[src/rtl/video_window_fit_if.sv]
// Raw core video in, windowed video and source measurements out.
// The driver of the raw stream holds master; the window stage holds slave.
interface video_window_fit_if #(
   parameter int DW = 8
);
   logic          ce;
   logic [DW-1:0] video_in;
   logic          hblank;
   logic          vblank;
   logic          hsync;
   logic          vsync;
   logic [9:0]    x_off;
   logic [8:0]    y_off;

   logic          ce_out;
   logic [DW-1:0] video_out;
   logic          hblank_out;
   logic          vblank_out;
   logic          hsync_out;
   logic          vsync_out;
   logic [9:0]    meas_width;
   logic [8:0]    meas_height;
   logic          meas_valid;

   modport master (
      output ce, video_in, hblank, vblank, hsync, vsync, x_off, y_off,
      input  ce_out, video_out, hblank_out, vblank_out, hsync_out, vsync_out,
             meas_width, meas_height, meas_valid
   );

   modport slave (
      input  ce, video_in, hblank, vblank, hsync, vsync, x_off, y_off,
      output ce_out, video_out, hblank_out, vblank_out, hsync_out, vsync_out,
             meas_width, meas_height, meas_valid
   );
endinterface

[src/rtl/video_window_fit.sv]
// Crops raw core video to a WIDTH x HEIGHT window with one clock of latency
// and reports the widest line / line count of the last complete source frame.
module video_window_fit #(
   parameter int WIDTH  = 320,
   parameter int HEIGHT = 240,
   parameter int DW     = 8
) (
   input logic               clk,
   input logic               reset_n,
   video_window_fit_if.slave vif
);
   localparam logic [DW-1:0] BLACK = '0;
   localparam logic [10:0]   W11   = 11'(WIDTH);
   localparam logic [10:0]   H11   = 11'(HEIGHT);

   logic [9:0]  x_cnt, xo, frame_max;
   logic [8:0]  y_cnt, yo;
   logic        old_hblank, old_vblank, frame_seen;

   logic        h_rise, v_rise, line_end;
   logic        hwin, vwin, hb_next, vb_next;
   logic [9:0]  x_inc, width_max;
   logic [8:0]  y_inc;
   logic [10:0] x_end, y_end;

   always_comb begin
      h_rise    = ~old_hblank & vif.hblank;
      v_rise    = ~old_vblank & vif.vblank;
      // a line still ends when hblank and vblank rise together
      line_end  = h_rise & (~vif.vblank | v_rise);
      x_inc     = (&x_cnt) ? x_cnt : x_cnt + 10'd1;
      y_inc     = (&y_cnt) ? y_cnt : y_cnt + 9'd1;
      width_max = (x_cnt > frame_max) ? x_cnt : frame_max;
      // 11-bit bounds so a window running past the source end never wraps
      x_end     = {1'b0, xo} + W11;
      y_end     = {2'b00, yo} + H11;
      hwin      = ({1'b0, x_cnt} >= {1'b0, xo}) & ({1'b0, x_cnt} < x_end);
      vwin      = ({2'b00, y_cnt} >= {2'b00, yo}) & ({2'b00, y_cnt} < y_end);
      hb_next   = vif.hblank | ~hwin;
      vb_next   = vif.vblank | ~vwin;
   end

   always_ff @(posedge clk or negedge reset_n) begin
      if (!reset_n) vif.ce_out <= 1'b0;
      else          vif.ce_out <= vif.ce;
   end

   always_ff @(posedge clk or negedge reset_n) begin
      if (!reset_n) begin
         vif.video_out   <= BLACK;
         vif.hblank_out  <= 1'b1;
         vif.vblank_out  <= 1'b1;
         vif.hsync_out   <= 1'b0;
         vif.vsync_out   <= 1'b0;
         vif.meas_width  <= '0;
         vif.meas_height <= '0;
         vif.meas_valid  <= 1'b0;
         x_cnt           <= '0;
         y_cnt           <= '0;
         xo              <= '0;
         yo              <= '0;
         frame_max       <= '0;
         old_hblank      <= 1'b0;
         old_vblank      <= 1'b0;
         frame_seen      <= 1'b0;
      end else if (vif.ce) begin
         vif.hblank_out <= hb_next;
         vif.vblank_out <= vb_next;
         vif.video_out  <= (~hb_next & ~vb_next) ? vif.video_in : BLACK;
         vif.hsync_out  <= vif.hsync;
         vif.vsync_out  <= vif.vsync;
         old_hblank     <= vif.hblank;
         old_vblank     <= vif.vblank;

         if (vif.hblank)       x_cnt <= '0;
         else if (!vif.vblank) x_cnt <= x_inc;

         if (v_rise) begin
            y_cnt      <= '0;
            frame_max  <= '0;
            xo         <= vif.x_off;
            yo         <= vif.y_off;
            frame_seen <= 1'b1;
            // the first frame after reset is partial, so it only arms reporting
            if (frame_seen) begin
               vif.meas_width  <= line_end ? width_max : frame_max;
               vif.meas_height <= line_end ? y_inc : y_cnt;
               vif.meas_valid  <= 1'b1;
            end
         end else if (line_end) begin
            y_cnt     <= y_inc;
            frame_max <= width_max;
         end
      end
   end
endmodule

[src/flat_wrapper.sv]
// flat-port wrapper written by rule: the top's interface ports become plain ports
module video_window_fit_flat 
#(
   parameter int WIDTH  = 320,
   parameter int HEIGHT = 240,
   parameter int DW     = 8
)
  (clk, reset_n, vif_ce, vif_video_in, vif_hblank, vif_vblank, vif_hsync, vif_vsync, vif_x_off, vif_y_off, vif_ce_out, vif_video_out, vif_hblank_out, vif_vblank_out, vif_hsync_out, vif_vsync_out, vif_meas_width, vif_meas_height, vif_meas_valid);
  video_window_fit_if #(.DW(DW)) vif_i ();
  input logic clk;
  input logic reset_n;
  input wire logic [$bits(vif_i.ce)-1:0] vif_ce;
  input wire logic [$bits(vif_i.video_in)-1:0] vif_video_in;
  input wire logic [$bits(vif_i.hblank)-1:0] vif_hblank;
  input wire logic [$bits(vif_i.vblank)-1:0] vif_vblank;
  input wire logic [$bits(vif_i.hsync)-1:0] vif_hsync;
  input wire logic [$bits(vif_i.vsync)-1:0] vif_vsync;
  input wire logic [$bits(vif_i.x_off)-1:0] vif_x_off;
  input wire logic [$bits(vif_i.y_off)-1:0] vif_y_off;
  output wire logic [$bits(vif_i.ce_out)-1:0] vif_ce_out;
  output wire logic [$bits(vif_i.video_out)-1:0] vif_video_out;
  output wire logic [$bits(vif_i.hblank_out)-1:0] vif_hblank_out;
  output wire logic [$bits(vif_i.vblank_out)-1:0] vif_vblank_out;
  output wire logic [$bits(vif_i.hsync_out)-1:0] vif_hsync_out;
  output wire logic [$bits(vif_i.vsync_out)-1:0] vif_vsync_out;
  output wire logic [$bits(vif_i.meas_width)-1:0] vif_meas_width;
  output wire logic [$bits(vif_i.meas_height)-1:0] vif_meas_height;
  output wire logic [$bits(vif_i.meas_valid)-1:0] vif_meas_valid;
  assign vif_i.ce = vif_ce;
  assign vif_i.video_in = vif_video_in;
  assign vif_i.hblank = vif_hblank;
  assign vif_i.vblank = vif_vblank;
  assign vif_i.hsync = vif_hsync;
  assign vif_i.vsync = vif_vsync;
  assign vif_i.x_off = vif_x_off;
  assign vif_i.y_off = vif_y_off;
  assign vif_ce_out = vif_i.ce_out;
  assign vif_video_out = vif_i.video_out;
  assign vif_hblank_out = vif_i.hblank_out;
  assign vif_vblank_out = vif_i.vblank_out;
  assign vif_hsync_out = vif_i.hsync_out;
  assign vif_vsync_out = vif_i.vsync_out;
  assign vif_meas_width = vif_i.meas_width;
  assign vif_meas_height = vif_i.meas_height;
  assign vif_meas_valid = vif_i.meas_valid;
  video_window_fit #(.WIDTH(WIDTH), .HEIGHT(HEIGHT), .DW(DW)) u_core (.clk(clk), .reset_n(reset_n), .vif(vif_i));
endmodule
[config.mk]
export PLATFORM = sky130hd
export DESIGN_NAME = video_window_fit_flat
export DESIGN_NICKNAME = d
export VERILOG_FILES = /design/src/rtl/video_window_fit_if.sv /design/src/rtl/video_window_fit.sv /design/src/flat_wrapper.sv
export SDC_FILE = /design/constraint.sdc
export NUM_CORES = 1
export LEC_CHECK = 0
export CAP_MARGIN = 5
export CORE_MARGIN = 2
export CORE_UTILIZATION = 31
export CTS_CLUSTER_DIAMETER = 80
export DETAILED_ROUTE_END_ITERATION = 8
export GPL_ROUTABILITY_DRIVEN = 0
export HOLD_SLACK_MARGIN = 0.08
export PLACE_DENSITY = 0.5
export SYNTH_ARGS = -nofsm -noshare
export SYNTH_HDL_FRONTEND = slang
export SYNTH_SLANG_ARGS = --single-unit
[constraint.sdc]
create_clock -name clk -period 4.9 [get_ports clk]
set_input_delay 1.47 -clock clk [delete_from_list [all_inputs] [get_ports clk]]
set_output_delay 1.47 -clock clk [all_outputs]
set_load 0.01 [all_outputs]
==> reports/results.ini, run 1 <==
[status]
status = finished, final reports clean

[clocking]
postCtsSetupBuffers = 0
ctsHoldBuffers = 0
clockRootBuffer = clkbuf_16
path_clk_slew_ns = 0.06
cts_tree = built
insertion_delay_ns = 0.35
postCtsResizedCells = 0
cts.sinks = 84
numCtsBuffers = 9
htree_levels = 3
clock_path_buffers = 2

[hold_path]
min_to = u_core.vif.meas_valid
hold_start = u_core.vif.meas_valid
hp-class = flop to flop
whs_path_depth = 1

[synth]
synth-adder-area-share_pct = 11.1
synth_ff_type = dfrtp_1
netlist_area_um2 = 4720
avgSynthCellArea_um2 = 10.4
synth-compound-area-share_pct = 15.8
async_flop_share_pct = 100
seq_area_frac_synth_pct = 44.6
synth-xor-area-share_pct = 2.78
synth.mux.area_fraction_pct = 7.79
synthSimpleGateAreaFrac_pct = 13.0
synth.distinct_cells = 53
ys_seq_elements = 84
yosysWarnings = 0
synth_top_family_by_area = compound AO/OA/AOI/OAI gates
syn_inst = 454
synth_edf_count = 0
synth_nets = 530

[floorplan]
fp.coreArea_um2 = 15000
die_w_um = 127
die_h_um = 127
initial_core_util_pct = 31.4
io_pins = 67
dieArea_um2 = 16200
row_count = 45

[drt]
vias_per_cell = 5.05
vias = 3591
avgRoutedWirePerCell_um = 15.0
firstDrtPassIters = 4
drc_errors = 0
postRouteAntennaNets = 0
dr.first_iter.drc_count = 211
drt-total-wl_um = 10700

[sta]
tns_ns = 0
period_needed_ns = 3.32
fin_skew_ns = 0.00727
finalCritPeriodShare_pct = 67.8
hold_viol_final = 0
clock.fmax_mhz = 301
rsz0062_at_grt = no
finalSetupViolations = 0
tightest_slew_ns = 1.07
slew_violations = 0
max_slew_margin_pct = 28.5

[critical_path]
r2r_start = u_core.yo[4]
arrival_ns = 3.61
worstPathMaxFanout = 12
r2r-end = u_core.vif.video_out[4]
worstSetupPathType = input port to flop
critPathLaunch = vif_hblank
rrSetupSlack_ns = 2.10
endpoint_kind = flop
worstPathRequired_ns = 5.18
critPathLaunchType = input port
reg2regPathDepth = 11

[finish]
diodes = 0
syn_to_final_growth_pct = 23.9
final_common_cell = dfrtp_1
final_nets = 594
most-common-layout-cells = dfrtp_1 (82), clkdlybuf4s50_1 (65), ha_1 (42)
fin_area_um2 = 5850
drive_gt1_share_pct = 10.1

[placed_design]
placed_area_um2 = 5540
io_buffers = 66
hpwl_um = 7710

[power_and_ir_drop]
total_power_mw = 1.82
ir_worst_vdd_v = 0.000180
power.density_nw_per_um2 = 311
power_leakage_nw = 2.54

[global_route]
grt_first_pass_wirelength_um = 18200
grt_max_degree = 85
antenna_found_initial = 0
first_global_vias = 3616
grt_overflow_total = 0
grt_usage_pct = 14.1

[job]
cap_violations = 0

## Yosys cell counts, types with 6 or more instances
library cell / instances / area share [%]
mux2_2: 22 / 5.2
xor2_1: 6 / 1.1
inv_1: 36 / 2.9
nor3_1: 6 / 0.64
a22o_1: 12 / 2.2
o21ai_0: 27 / 2.9
nand2_1: 31 / 2.5
and2_1: 11 / 1.5
a32o_1: 9 / 1.9
xnor2_1: 9 / 1.7
nor2_1: 26 / 2.1
nand3_1: 10 / 1.1
ha_1: 42 / 11
dfrtp_1: 82 / 43
nand4_1: 7 / 0.93
a21oi_1: 30 / 3.2
clkbuf_1: 6 / 0.48
mux2i_1: 12 / 2.5
## flip-flops by register name, indices dropped and copies added, names as in the netlist, 8 cells and up
| register | count |
|---|---|
| u_core.frame_max | 10 |
| u_core.y_cnt | 9 |
| u_core.vif.meas_height | 9 |
| u_core.vif.meas_width | 10 |
| u_core.xo | 10 |
| u_core.yo | 9 |
| u_core.vif.video_out | 8 |
| u_core.x_cnt | 10 |
## logic make-up after synthesis
group / Yosys count
xor+xnor: 15
simple gates: 116
fa+ha+maj: 42
mux: 34
compound gates: 111
buf+inv: 52
flops: 84
## worst max-delay path by stage
stage	to	depth (start not counted)
3_5_place_dp	u_core.frame_max[9]	6
5_1_grt	u_core.frame_max[0]	6
4_1_cts	u_core.frame_max[9]	6
3_3_place_gp	u_core.frame_max[3]	6
2_1_floorplan	u_core.vif.meas_width[6]	7
6_report	u_core.frame_max[4]	6
## cell type report
type,count,area (µm²)
clock buffers,14,254
clock inverters,2,60.1
fillers,1491,9180
inverters,36,135
multi-input cells,318,2380
flip-flops and latches,84,2100
well taps,188,235
repair buffers,69,681
## per-stage QoR
step	utilization, %	hold WS, ns	cells	setup WS [ns]
after detailed placement	36.8	0.462	695	1.20
after CTS	38.9	0.476	711	1.57
after floorplan	-	0.441	454	2.25
final	38.9	0.467	711	1.58
after global routing	38.9	0.494	711	1.43
after global placement	36.8	0.453	695	1.27
## routing by layer
layer  vias to the layer above  wire length [µm]  share of wire, %  GRT usage, %
met4                         0               248               2.3          6.21
met2                        81              4770                45          21.9
met1                      1731              5190                49          19.0
met3                        15               456               4.3          3.18
met5                         -                 0                 0             0
li1                       1764                 -                 -             -
## power by group
part	total, mW	switching [mW]	internal, mW
registers	0.783	0.0401	0.743
clock network	0.728	0.267	0.461
logic	0.311	0.156	0.155
## critical path, stage by stage
cell and delay (ns):
clkdlybuf4s50_1 0.60, nand3b_1 0.26, a31o_2 0.32, a31oi_4 0.44
and2_2 0.35, a22o_1 0.17
No activity file was read; power rests on OpenSTA's default activity.
==> inputs of run 2 (changes only) <==
==> constraint.sdc (replaced) <==
create_clock -name clk -period 3.5 [get_ports clk]
set_input_delay 1.05 -clock clk [delete_from_list [all_inputs] [get_ports clk]]
set_output_delay 1.05 -clock clk [all_outputs]
set_load 0.01 [all_outputs]
==> run 2 against run 1 <==
Core utilization up 0.28 points. Design area up 0.73%. Clock power up 34%. Die area unchanged. Global-route usage down 0.15 points. Clock skew about the same. Critical path type is now flop to flop. Worst hold slack about the same. Sequential share of layout area down 0.26 points.
==> reports/results.ini, run 2 (synthesis gave the netlist of run 1 again) <==
[finish]
final_nets = 601  ; +1.2%
nFillCells = 1500  ; +0.60%
drive_gt1_share_pct = 11.9  ; +1.8 points
most-common-layout-cells = dfrtp_1 (82), clkdlybuf4s50_1 (65), ha_1 (42)
diodes = 0  ; unchanged
utilization_pct = 39.2  ; +0.28 points
syn_to_final_growth_pct = 24.8
final_common_cell = dfrtp_1

[sta]
finalCritPeriodShare_pct = 80.8
whs_ns = 0.467  ; +0.000378 ns
tns_ns = 0  ; unchanged
tightest_slew_ns = 1.07  ; -0.00503 ns
worst_slack_ns = 0.671  ; -0.905 ns
max_slew_margin_pct = 28.9  ; +0.34 points
period_needed_ns = 2.83
hold_viol_final = 0  ; unchanged
rsz0062_at_grt = no
fin_skew_ns = 0.00717  ; -0.000105 ns
finalSetupViolations = 0  ; unchanged
clock.fmax_mhz = 353
slew_violations = 0  ; unchanged

[drt]
firstDrtPassIters = 4  ; unchanged
avgRoutedWirePerCell_um = 15.0  ; about the same
drc_errors = 0  ; unchanged
dr.first_iter.drc_count = 129  ; -39%
postRouteAntennaNets = 0  ; unchanged
vias = 3561  ; -0.84%
drt-total-wl_um = 10800  ; +0.97%
vias_per_cell = 4.96  ; -1.8%

[critical_path]
r2r_start = u_core.yo[4]
worstPathMaxFanout = 9  ; -3
endpoint_kind = flop
critPathLaunchType = flop
rrSetupSlack_ns = 0.67  ; -1.43 ns
worstSetupPathType = flop to flop
arrival_ns = 3.11  ; -0.50 ns
r2r-end = u_core.vif.video_out[7]
reg2regPathDepth = 11  ; unchanged
worstPathRequired_ns = 3.78  ; -1.40 ns

[clocking]
insertion_delay_ns = 0.34  ; about the same
htree_levels = 3  ; unchanged
postCtsResizedCells = 0  ; unchanged
path_clk_slew_ns = 0.06  ; about the same
ctsHoldBuffers = 0  ; unchanged
numCtsBuffers = 9  ; unchanged
clockRootBuffer = clkbuf_16
clock_path_buffers = 2  ; unchanged
cts.sinks = 84  ; unchanged
postCtsSetupBuffers = 0  ; unchanged
cts_tree = built

[floorplan]
row_count = 45  ; unchanged
initial_core_util_pct = 31.4  ; unchanged
fp.coreArea_um2 = 15000  ; unchanged
die_h_um = 127  ; unchanged
die_w_um = 127  ; unchanged
dieArea_um2 = 16200  ; unchanged
io_pins = 67  ; unchanged

[global_route]
grt_usage_pct = 14.0  ; -0.15 points
antenna_found_initial = 0  ; unchanged
first_global_vias = 3624  ; +0.22%
grt_overflow_total = 0  ; unchanged
grt_max_degree = 85  ; unchanged
grt_first_pass_wirelength_um = 18100  ; -0.34%

[power_and_ir_drop]
power_leakage_nw = 2.57  ; +1.3%
power_frac_seq_pct = 43.6  ; +0.6 points
p_int_mw = 1.85  ; +36%
clkPwrFrac_pct = 39.0  ; -1.0 points
power.density_nw_per_um2 = 426  ; +37%
p_sw_share_pct = 26.3  ; +0.94 points
combPwrFrac_pct = 17.4  ; +0.3 points
ir_worst_vdd_v = 0.000231  ; +28%
p_switching_mw = 0.661  ; +43%
total_power_mw = 2.51  ; +38%

[placed_design]
io_buffers = 66  ; unchanged
hpwl_um = 7810  ; +1.3%
preCtsSetupSlack_ns = 0.430  ; -0.773 ns

[hold_path]
hp-class = flop to flop
hold_start = u_core.vif.meas_valid
whs_path_depth = 1  ; unchanged
min_to = u_core.vif.meas_valid

[job]
cap_violations = 0  ; unchanged

[status]
status = finished, final reports clean

run 2: cell count changes in the layout (fill, tap and decap cells not counted), sizes merged:
| cell | delta |
|---|---|
| buf | +7 |
| clkinv | +2 |
| bufinv | -1 |
| clkbuf | -2 |
| clkinvlp | +1 |
run 2: routing by layer:
metal / wire length [µm] / global-route usage, % / up-vias
li1: - / - / 1764
met1: 5050 / 18.0 / 1714
met2: 5070 / 23.2 / 74
met3: 537 / 4.10 / 9
met4: 106 / 3.49 / 0
met5: 0 / 0 / -
run 2: critical path, cell delays in order, from the launching register on:
cell      delay, ns
dfrtp_1        0.38
inv_1          0.08
ha_1           0.22
and3_1         0.19
xnor2_1        0.12
ha_1           0.29
a211oi_1       0.26
nand2_1        0.12
nor4_2         0.19
nor4_2         0.11
nor4b_4        0.54
a32o_1         0.26
run 2: layout make-up:
class	count	area, µm²	area share [%]
Clock buffer	12	256	4.35
Clock inverter	4	47.5	0.807
Inverter	36	135	2.29
Multi-Input combinational cell	318	2380	40.4
Sequential cell	84	2100	35.7
Tap cell	188	235	3.99
Timing Repair Buffer	76	733	12.4
run 2: power by group through the flow:
| stage | clock (mW) | sequential, mW | combinational [mW] |
|---|---|---|---|
| 2_1_floorplan | 0 | 1.11 | 0.270 |
| 3_3_place_gp | 0 | 1.11 | 0.433 |
| 3_5_place_dp | 0 | 1.12 | 0.444 |
| 4_1_cts | 1.01 | 1.10 | 0.446 |
| 5_1_grt | 1.05 | 1.11 | 0.497 |
| 6_report | 0.979 | 1.10 | 0.437 |
run 2: metrics by stage:
stage	area, µm²	std cells
6_report	5890	718
3_3_place_gp	5590	702
5_1_grt	5890	718
4_1_cts	5890	718
2_1_floorplan	4720	454
3_5_place_dp	5590	702
run 2: how the worst max path moves through the flow:
stage	from	endpoint	depth (start not counted)
6_report	u_core.yo[4]	u_core.vif.video_out[7]	11
4_1_cts	u_core.yo[4]	u_core.vif.video_out[1]	11
3_5_place_dp	vif_hblank	u_core.frame_max[8]	7
3_3_place_gp	vif_hblank	u_core.frame_max[7]	7
2_1_floorplan	u_core.yo[4]	u_core.vif.video_out[0]	11
5_1_grt	u_core.yo[4]	u_core.vif.video_out[7]	11
==> inputs of run 3 (changes only) <==
--- a/config.mk
+++ b/config.mk
@@ -12,7 +12,7 @@
 export DETAILED_ROUTE_END_ITERATION = 8
 export GPL_ROUTABILITY_DRIVEN = 0
 export HOLD_SLACK_MARGIN = 0.08
-export PLACE_DENSITY = 0.5
+export PLACE_DENSITY = 0.52
 export SYNTH_ARGS = -nofsm -noshare
 export SYNTH_HDL_FRONTEND = slang
 export SYNTH_SLANG_ARGS = --single-unit
==> constraint.sdc (replaced) <==
create_clock -name clk -period 2.6 [get_ports clk]
set_input_delay 0.78 -clock clk [delete_from_list [all_inputs] [get_ports clk]]
set_output_delay 0.78 -clock clk [all_outputs]
set_load 0.01 [all_outputs]
==> run 3 against run 2 <==
Non-clock buffer count grew 24. Register-to-register slack lost 0.65 ns. Design area grew 3.7%. Global-route usage shrank 0.22 points. Largest cell class unchanged. Highest routed layer unchanged.
==> reports/results.ini, run 3 (synthesis gave the netlist of run 1 again) <==
[clocking]
htree_levels = 3  ; unchanged
clock_path_buffers = 2  ; unchanged
path_clk_slew_ns = 0.06  ; about the same
cts.sinks = 84  ; unchanged
numCtsBuffers = 9  ; unchanged
cts_tree = built
insertion_delay_ns = 0.34  ; about the same
clockRootBuffer = clkbuf_16

[floorplan]
dieArea_um2 = 16200  ; unchanged
io_pins = 67  ; unchanged
die_h_um = 127  ; unchanged
initial_core_util_pct = 31.4  ; unchanged
fp.coreArea_um2 = 15000  ; unchanged
row_count = 45  ; unchanged
die_w_um = 127  ; unchanged

[placed_design]
io_buffers = 66  ; unchanged
dp.cells = 721  ; +2.7%
hpwl_um = 8010  ; +2.5%
placed_area_um2 = 5770  ; +3.2%
preCtsSetupSlack_ns = 0.00979  ; -0.420 ns

[finish]
utilization_pct = 40.7  ; +1.5 points
syn_to_final_growth_pct = 29.5
final_common_cell = dfrtp_1
final_nets = 625  ; +4.0%
drive_gt1_share_pct = 16.6  ; +4.7 points
most-common-layout-cells = dfrtp_1 (82), clkdlybuf4s50_1 (65), ha_1 (41)
diodes = 0  ; unchanged
fin_cells = 742  ; +3.3%
fin_area_um2 = 6110  ; +3.7%

[power_and_ir_drop]
p_switching_mw = 0.892  ; +35%
p_int_mw = 2.45  ; +32%
power.density_nw_per_um2 = 546  ; +28%
power_leakage_nw = 2.70  ; +4.9%
ir_worst_vdd_v = 0.000353  ; +52%
p_sw_share_pct = 26.7  ; +0.38 points
clkPwrFrac_pct = 36.1  ; -2.9 points
combPwrFrac_pct = 19.9  ; +2.5 points
power_frac_seq_pct = 44.0  ; +0.4 points
total_power_mw = 3.34  ; +33%

[sta]
fin_skew_ns = 0.00706  ; -0.000108 ns
whs_ns = 0.300  ; -0.167 ns
tns_ns = 0  ; unchanged
rsz0062_at_grt = yes
max_slew_margin_pct = 63.2  ; +34 points
finalSetupViolations = 0  ; unchanged
hold_viol_final = 0  ; unchanged
slew_violations = 0  ; unchanged
tightest_slew_ns = 0.548  ; -0.520 ns
clock.fmax_mhz = 388  ; +9.7%
period_needed_ns = 2.58  ; -0.250 ns
worst_slack_ns = 0.0209  ; -0.650 ns
finalCritPeriodShare_pct = 99.2  ; +18 points

[global_route]
grt_first_pass_wirelength_um = 17900  ; -1.1%
first_global_vias = 3629  ; +0.14%
grt_overflow_total = 0  ; unchanged
grt_max_degree = 48  ; -44%
grt_usage_pct = 13.8  ; -0.22 points
antenna_found_initial = 0  ; unchanged

[critical_path]
max_stage_delay_ns = 0.39  ; -0.15 ns
worstSetupPathType = flop to flop
endpoint_kind = flop
arrival_ns = 2.86  ; -0.25 ns
path_cells = inv_2 > ha_4 > and3_4 > xnor2_1 > ha_1 > a211oi_2 > nand2_1 > nor4_2 > nor4_2 > nor4b_4 > buf_4 > a32o_1
critPathLaunchType = flop
worstPathMaxFanout = 4  ; -5
worstPathRequired_ns = 2.88  ; -0.90 ns
slowest_stage = dfrtp_1
worst_path_most_repeated_cell = nor4_2
rrSetupSlack_ns = 0.02  ; -0.65 ns

[drt]
firstDrtPassIters = 5  ; +1
vias_per_cell = 4.99  ; +0.62%
drt-total-wl_um = 10700  ; -0.84%
postRouteAntennaNets = 0  ; unchanged
avgRoutedWirePerCell_um = 14.4  ; -4.0%
vias = 3703  ; +4.0%
drc_errors = 0  ; unchanged
dr.first_iter.drc_count = 270  ; +110%

[status]
status = finished, final reports clean

[hold_path]
hp-class = input port to async pin

[job]
cap_violations = 0  ; unchanged

-- run 3: changes by cell type in the layout (fill, tap and decap cells not counted), moves of 2 or more --
| cell | before | now |
|---|---|---|
| inv_1 | 36 | 34 |
| buf_12 | 0 | 3 |
| buf_4 | 11 | 31 |
| clkbuf_1 | 1 | 3 |
| inv_2 | 0 | 2 |
-- run 3: critical path, delay by kind of cell, from the launching register on --
family / cells / cell delay (ns)
and+or+nand+nor: 5 / 0.92
buffers and inverters: 2 / 0.26
adders and majority gates: 2 / 0.48
AOI/OAI and AO/OA: 2 / 0.34
DFF: 1 / 0.39
xor gates and xnor gates: 1 / 0.12
-- run 3: path summary, 6_finish.rpt --
check | from | endpoint | cells past startpoint
max in group asynchronous | reset_n | u_core.vif.vblank_out | 2
hold reg to reg | u_core.vif.meas_valid | u_core.vif.meas_valid | 1
setup / recovery | u_core.yo[5] | u_core.vif.video_out[2] | 12
min in group clk | u_core.vif.meas_valid | u_core.vif.meas_valid | 1
hold / removal | reset_n | u_core.vif.meas_width[7] | 1
setup reg to reg | u_core.yo[5] | u_core.vif.video_out[2] | 12
-- run 3: final cells by class --
type / count / area (µm²)
well taps: 188 / 235
fillers: 1444 / 8920
clock buffers: 14 / 264
flip-flops and latches: 84 / 2100
clock inverters: 2 / 10.0
multi-input cells: 318 / 2410
repair buffers: 100 / 955
inverters: 36 / 135
-- run 3: power groups by stage --
| stage | logic [mW] | registers (mW) | clock network [mW] |
|---|---|---|---|
| 3_5_place_dp | 0.642 | 1.49 | 0 |
| 4_1_cts | 0.645 | 1.47 | 1.24 |
| 5_1_grt | 0.745 | 1.48 | 1.30 |
| 2_1_floorplan | 0.364 | 1.49 | 0 |
| 6_report | 0.663 | 1.47 | 1.21 |
| 3_3_place_gp | 0.630 | 1.49 | 0 |
-- run 3: layer usage --
| metal | track usage, % | wire (µm) | up-vias |
|---|---|---|---|
| met1 | 18.2 | 5080 | 1792 |
| met2 | 22.3 | 4940 | 76 |
| met3 | 3.02 | 495 | 12 |
| li1 | - | - | 1823 |
| met5 | 0 | 0 | - |
| met4 | 4.85 | 157 | 0 |
-- run 3: what timing repair did --
action | CTS | global route
setup endpoints to repair | 0 | 9
hold buffers | 0 | 0
resized for setup | 0 | 10
hold endpoints to repair | 0 | 0
setup buffers | 0 | 4
